`config.mk`:
```
export PLATFORM = sky130hd
export DESIGN_NAME = div_unit
export DESIGN_NICKNAME = d
export VERILOG_FILES = /design/src/rtl/div_pkg.sv /design/src/rtl/div_step.sv /design/src/rtl/div_unit.sv
export SDC_FILE = /design/constraint.sdc
export NUM_CORES = 1
export LEC_CHECK = 0
export BUFFER_PORTS_ARGS = -buffer_cell sky130_fd_sc_hd__buf_2
export CORE_MARGIN = 10
export CORE_UTILIZATION = 44
export DETAILED_ROUTE_END_ITERATION = 16
export GPL_ROUTABILITY_DRIVEN = 1
export HOLD_SLACK_MARGIN = 0.02
export PLACE_DENSITY = 0.67
export SLEW_MARGIN = 0
export SYNTH_ARGS = -nofsm -noshare
export SYNTH_HDL_FRONTEND = slang
export SYNTH_SLANG_ARGS = --single-unit
```
`constraint.sdc`:
```
create_clock -name i_clk -period 5.9 [get_ports i_clk]
set_input_delay 0.885 -clock i_clk [delete_from_list [all_inputs] [get_ports i_clk]]
set_output_delay 0.885 -clock i_clk [all_outputs]
set_load 0.02 [all_outputs]
```
`src/rtl/div_pkg.sv`:
```
// div_pkg: shared types and constants for the iterative divider.
// State enum, op encodings, data width and iteration counter width.
package div_pkg;

  localparam int XLEN  = 32;
  localparam int RW    = XLEN + 1;
  localparam int CNT_W = 5;

  localparam logic [1:0] OP_DIV  = 2'b00;
  localparam logic [1:0] OP_DIVU = 2'b01;
  localparam logic [1:0] OP_REM  = 2'b10;
  localparam logic [1:0] OP_REMU = 2'b11;

  localparam logic [XLEN-1:0] INT_MIN = {1'b1, {(XLEN-1){1'b0}}};

  typedef enum logic [1:0] {
    IDLE,
    CALC,
    DONE
  } state_e;

endpackage

```
`src/rtl/div_step.sv`:
```
// div_step: one combinational restoring-division iteration.
// rem_in/divisor/dvd_bit in; rem_out (next partial remainder), q_bit out.
module div_step
  import div_pkg::*;
(
  input  logic [RW-1:0]   rem_in,
  input  logic [XLEN-1:0] divisor,
  input  logic            dvd_bit,
  output logic [RW-1:0]   rem_out,
  output logic            q_bit
);

  logic [RW:0] shifted;
  logic [RW:0] dvs_ext;

  always_comb begin
    shifted = {rem_in, dvd_bit};
    dvs_ext = {2'b00, divisor};
    q_bit   = shifted >= dvs_ext;
    rem_out = q_bit ? RW'(shifted - dvs_ext)
                    : RW'(shifted);
  end

endmodule

```
`src/rtl/div_unit.sv`:
```
// div_unit: 32-cycle restoring divider (DIV/DIVU/REM/REMU), valid/ready both sides.
// Ports: i_clk, i_rst_n (sync, active-low), i_valid/o_ready request,
//   i_operand_a, i_operand_b, i_div_op, i_flush (abort),
//   o_valid/i_ready result, o_div_data.
// Macro DIV_FAST_SPECIAL_EN: divide-by-zero and signed overflow
//   skip CALC and complete on the accept edge.
module div_unit
  import div_pkg::*;
(
  input  logic            i_clk,
  input  logic            i_rst_n,
  input  logic            i_valid,
  output logic            o_ready,
  input  logic [XLEN-1:0] i_operand_a,
  input  logic [XLEN-1:0] i_operand_b,
  input  logic [1:0]      i_div_op,
  input  logic            i_flush,
  output logic            o_valid,
  input  logic            i_ready,
  output logic [XLEN-1:0] o_div_data
);

  state_e state_q, state_d;

  logic [CNT_W-1:0] cnt_q;
  logic [XLEN-1:0]  quo_q;
  logic [XLEN-1:0]  dvs_q;
  logic [XLEN-1:0]  res_q;
  logic [RW-1:0]    rem_q;
  logic [1:0]       op_q;
  logic             neg_q_q;
  logic             neg_r_q;
  logic             zero_q;
  logic             ovf_q;

  logic            accept;
  logic            fast_go;
  logic            is_signed;
  logic            sign_a;
  logic            sign_b;
  logic            zero_in;
  logic            ovf_in;
  logic            last;
  logic [XLEN-1:0] mag_a;
  logic [XLEN-1:0] mag_b;
  logic [RW-1:0]   rem_nx;
  logic            q_bit;
  logic [XLEN-1:0] q_mag;
  logic [XLEN-1:0] r_mag;
  logic [XLEN-1:0] q_fin;
  logic [XLEN-1:0] r_fin;
  logic [XLEN-1:0] calc_res;
`ifdef DIV_FAST_SPECIAL_EN
  logic            special_in;
  logic [XLEN-1:0] spec_res;
`endif

  // Quotient bits shift in at the bottom of quo_q
  // while dividend bits shift out at the top.
  div_step u_step (
    .rem_in  (rem_q),
    .divisor (dvs_q),
    .dvd_bit (quo_q[XLEN-1]),
    .rem_out (rem_nx),
    .q_bit   (q_bit)
  );

  always_comb begin
    accept    = (state_q == IDLE) && i_valid && !i_flush;
    is_signed = ~i_div_op[0];
    sign_a    = is_signed & i_operand_a[XLEN-1];
    sign_b    = is_signed & i_operand_b[XLEN-1];
    mag_a     = sign_a ? -i_operand_a : i_operand_a;
    mag_b     = sign_b ? -i_operand_b : i_operand_b;
    zero_in   = i_operand_b == '0;
    ovf_in    = is_signed && (i_operand_a == INT_MIN)
                && (i_operand_b == '1);
`ifdef DIV_FAST_SPECIAL_EN
    special_in = zero_in | ovf_in;
    if (i_div_op[1])
      spec_res = zero_in ? i_operand_a : '0;
    else
      spec_res = zero_in ? '1 : INT_MIN;
    fast_go = special_in;
`else
    fast_go = 1'b0;
`endif
    last  = &cnt_q;
    q_mag = {quo_q[XLEN-2:0], q_bit};
    r_mag = rem_nx[XLEN-1:0];
    // A zero divisor leaves the whole dividend magnitude in the
    // remainder, so re-applying the dividend sign restores it.
    if (zero_q)
      q_fin = '1;
    else if (ovf_q)
      q_fin = INT_MIN;
    else
      q_fin = neg_q_q ? -q_mag : q_mag;
    if (ovf_q)
      r_fin = '0;
    else
      r_fin = neg_r_q ? -r_mag : r_mag;
    calc_res = op_q[1] ? r_fin : q_fin;
  end

  always_comb begin
    state_d = state_q;
    unique case (state_q)
      IDLE: if (accept) state_d = fast_go ? DONE : CALC;
      CALC: if (last) state_d = DONE;
      DONE: if (i_ready) state_d = IDLE;
      default: state_d = IDLE;
    endcase
    if (i_flush) state_d = IDLE;
  end

  always_ff @(posedge i_clk) begin
    if (!i_rst_n) state_q <= IDLE;
    else state_q <= state_d;
  end

  always_ff @(posedge i_clk) begin
    if (!i_rst_n) begin
      cnt_q   <= '0;
      quo_q   <= '0;
      dvs_q   <= '0;
      rem_q   <= '0;
      res_q   <= '0;
      op_q    <= '0;
      neg_q_q <= 1'b0;
      neg_r_q <= 1'b0;
      zero_q  <= 1'b0;
      ovf_q   <= 1'b0;
    end else if (i_flush) begin
      cnt_q <= '0;
    end else begin
      unique case (state_q)
        IDLE: begin
          if (accept) begin
            cnt_q   <= '0;
            rem_q   <= '0;
            quo_q   <= mag_a;
            dvs_q   <= mag_b;
            op_q    <= i_div_op;
            neg_q_q <= sign_a ^ sign_b;
            neg_r_q <= sign_a;
            zero_q  <= zero_in;
            ovf_q   <= ovf_in;
`ifdef DIV_FAST_SPECIAL_EN
            if (special_in) res_q <= spec_res;
`endif
          end
        end
        CALC: begin
          rem_q <= rem_nx;
          quo_q <= q_mag;
          cnt_q <= cnt_q + CNT_W'(1);
          if (last) res_q <= calc_res;
        end
        default: ;
      endcase
    end
  end

  assign o_ready    = state_q == IDLE;
  assign o_valid    = (state_q == DONE) && !i_flush;
  assign o_div_data = res_q;

endmodule

```
==> results by group <==
Outcome
  • Status: complete, no violations

Critical path
  • Worst R2R Path Depth: 18
  • Critical R2R Launch: quo_q[31]
  • Worst-path cell chain: inv_1 -> ha_1 -> inv_1 -> fa_1 -> a21o_1 -> a221o_2 -> nand4_1 -> o211a_4 -> nand2_8 -> o21ai_0 -> ha_1 -> nand2_1 -> nor3_1 -> nand3_1 -> a211oi_1 -> nand4_1 -> mux2i_1 -> o21ai_0
  • Startpoint Class: register
  • Crit Path Category: register to register
  • Worst Setup EP: o_div_data[28]
  • Max incr delay on CP: 0.65 ns
  • Worst Setup End Kind: register
  • Reg-to-Reg End: o_div_data[28]
  • Crit-path max FO: 53
  • Critical path arrival: around 5.2 ns
  • Crit path from: quo_q[31]
  • Slowest stage cell, crit path: a211oi_1
  • WP data required: 6.20 ns
  • Flop2flop setup slack: roughly 1 ns

Floorplanning
  • Core ar.: 25,900 um^2
  • Die area: 33,000 um^2
  • Die Ht: 182 um
  • Initial Util: 44.4%
  • IO Count: 105
  • Rows: 59
  • Die width: approximately 180 um

Cells and area
  • Nets: ~1,700
  • Inserted Diodes: 0
  • Layout filler cell count: 2,575
  • Area grow syn2layout: 10.9%
  • Area occupied by multi-input gates: 8110 um^2
  • Layout Utilization: between 40 and 50%
  • Storage cell area: 2820 um^2
  • Count of non-filler cells in the finished layout: 1,956
  • Layout cell share with drive strength beyond 1: 12.0%

Timing
  • RSZ-0062 raised after global routing: false
  • Period utilisation layout: 83.5%
  • Final Skew: roughly 0.014 ns
  • Slew headroom: between 6 and 7%
  • Maximum clock rate: 0.203 GHz
  • Least-Margin Pin Slew: 1.39 ns
  • Fin crit period: 4.92 ns
  • Final setup TNS: 0 ns
  • Final setup fails: 0
  • Max Slew Vio Count: 0
  • WHS: 0.455 ns
  • Hold Violations, Final: 0

Routing
  • DR pass1 iterations: 6
  • DRT iter0 DRCs: 1,063
  • Routed len/inst: about 19 um
  • Vias per Instance: 6.03
  • DRC Markers: 0
  • Routed Antenna Nets: 0
  • Drt total wl: 36,900 um
  • DR vias: approximately 12,000

Yosys
  • Cell count after synthesis: between 1,500 and 2,000
  • Area contributors post-synth: dfxtp_1 (25%), nor2_1 (6.6%), a21oi_1 (6.0%)
  • EDFF count, synth: 0
  • Post-Synth XOR/XNOR Area: about a tenth
  • Post-synth top area cell: dfxtp_1
  • Post-Synth Simple-Gate Area: 25.5%
  • Mux share of post-synthesis cell area: 2.13%
  • Synth Area in Compound Gates: about 29%
  • Ys async rst share: 0%
  • Seq/Total Area, Yosys: 24.5%
  • Synth warn: 0
  • Top FF cell, synth: dfxtp_1
  • Post-synth top area share: 24.5%
  • Largest family of logic cells by synthesized area: compound AO/OA/AOI/OAI gates
  • Mapped cell area: 11,500 um^2
  • Yosys reg bits: approximately 140
  • Post-Syn Nets: 1,679
  • Synth unique cells: 95
  • Mean Syn Cell Area: roughly 7.3 um^2
  • Post-Synth Adder-Cell Area: 4.41%

Clocking
  • CTS Root Cell: clkbuf_16
  • CTS Buffer Depth: 2
  • Post-CTS sizing: 0
  • Total CTS buffers: 17
  • CTS Hold Buffers Added: 0
  • TritonCTS clock tree: built
  • H-Tree Depth: 4
  • Clock Sinks: 141
  • Clock Latency Late Sink: 0.44 ns
  • Postcts setup bufs: 0
  • Reg clk slew, reported paths: 0.07 ns

Min path
  • Hold Path Class: register to register

Global route
  • Global-route wire length before repair: between 50,000 and 60,000 um
  • GRT Overall Usage: 21.6%
  • Initial antenna violation count: 0
  • Gr ovfl total: 0
  • Largest net degree at the start of global routing: between 90 and 100
  • Vias in the first global route: 10,965

Power
  • Total power: 2.76 mW
  • Power Dens Cells: around 220 nW/um^2
  • Worst vdd ir: 0.142 mV
  • Pleak: approximately 5.0 nW

Placement
  • GPL Wtd Cong: 0.922
  • I/O Buffers: 104
  • Inst Count DP: 1,924
  • Hpwl dp: 28,200 um

Job
  • Maxcap violations: 0
## Yosys cell counts, drive strengths merged, types with 15 or more instances
cell	count
nor2b	21
xnor2	75
inv	53
or3	16
a22oi	17
a211oi	62
nand4	28
nand3	28
a21oi	142
nor3	39
xor2	49
a31oi	18
nor4	23
o41ai	17
dfxtp	141
nand2	136
mux2i	20
o31ai	22
buf	20
o21ai	123
or4	15
nand2b	17
a21o	15
ha	39
clkbuf	77
nor2	202
and2	22
## per-layer routing
layer  GRT usage [%]  routed length (um)  vias up
met4            5.56                 678        0
met1            28.7               16900     5572
met3            2.90                1840       54
met2            35.9               17500      365
li1                -                   -     5805
met5               0                   0        -
## how the worst min path moves through the flow
stage                     end  startpoint  cells past startpoint  slack [ns]
floorplan           dvs_q[21]   dvs_q[21]                      2        0.43
global placement    dvs_q[21]   dvs_q[21]                      2        0.44
detailed placement  dvs_q[21]   dvs_q[21]                      2        0.45
CTS                 dvs_q[21]   dvs_q[21]                      2        0.46
global route        dvs_q[21]   dvs_q[21]                      2        0.48
finish              dvs_q[21]   dvs_q[21]                      2        0.45
## metrics by stage
stage                     setup WS (ns)  area [um^2]
final                             0.976        12800
after floorplan                    1.26        11500
after CTS                          1.14        12800
after global routing              0.725        12800
after detailed placement           1.16        12200
after global placement             1.32        12200
## critical path: cells and delay by family, from the launching register on
kind | cells | cell delay, ns
muxes | 1 | 0.17
and+or+nand+nor | 6 | 1.14
DFF | 1 | 0.33
adders and majority gates | 3 | 0.89
AOI/OAI and AO/OA | 6 | 2.08
buffers and inverters | 2 | 0.13
## flip-flops by register name, indices dropped and copies added (netlist names)
register and count:
zero_q 1, state_q 2, dvs_q 32, neg_r_q 1, op_q 1, o_div_data 32, neg_q_q 1, quo_q 32
cnt_q 5, rem_q 33, ovf_q 1
## kinds of logic (layout without fill, tap and decap cells)
group                      Yosys count  in the layout
AOI/OAI and AO/OA                  504            504
adders and majority gates           40             40
and+or+nand+nor                    585            585
muxes                               24             24
buffers and inverters              150            203
xor gates and xnor gates           124            124
DFF                                141            141
## power by group
group / internal, mW / switching, mW
clock network: 0.628 / 0.469
registers: 0.982 / 0.0360
logic: 0.233 / 0.415
## cells in the final DEF (no fill, tap or decap), types with 18 or more instances in the layout
cell type  count
nand4_1       26
and2_1        22
nor3_1        38
nor4_1        19
ha_1          39
xnor2_1       75
xor2_1        49
a31oi_1       18
inv_1         51
nor2b_1       21
dfxtp_1      141
a211oi_1      61
buf_2        104
mux2i_1       20
a21oi_1      138
nand3_1       28
nand2_1      135
o31ai_1       21
nor2_1       202
o21ai_0      112
## cell type report
type,count,share of cell area (%)
flip-flops and latches,141,22.1
clock inverters,15,1.26
clock buffers,17,3.33
repair buffers,118,4.90
multi-input cells,1277,63.5
well taps,335,3.28
inverters,53,1.58
(Power assumes the default switching activity.)
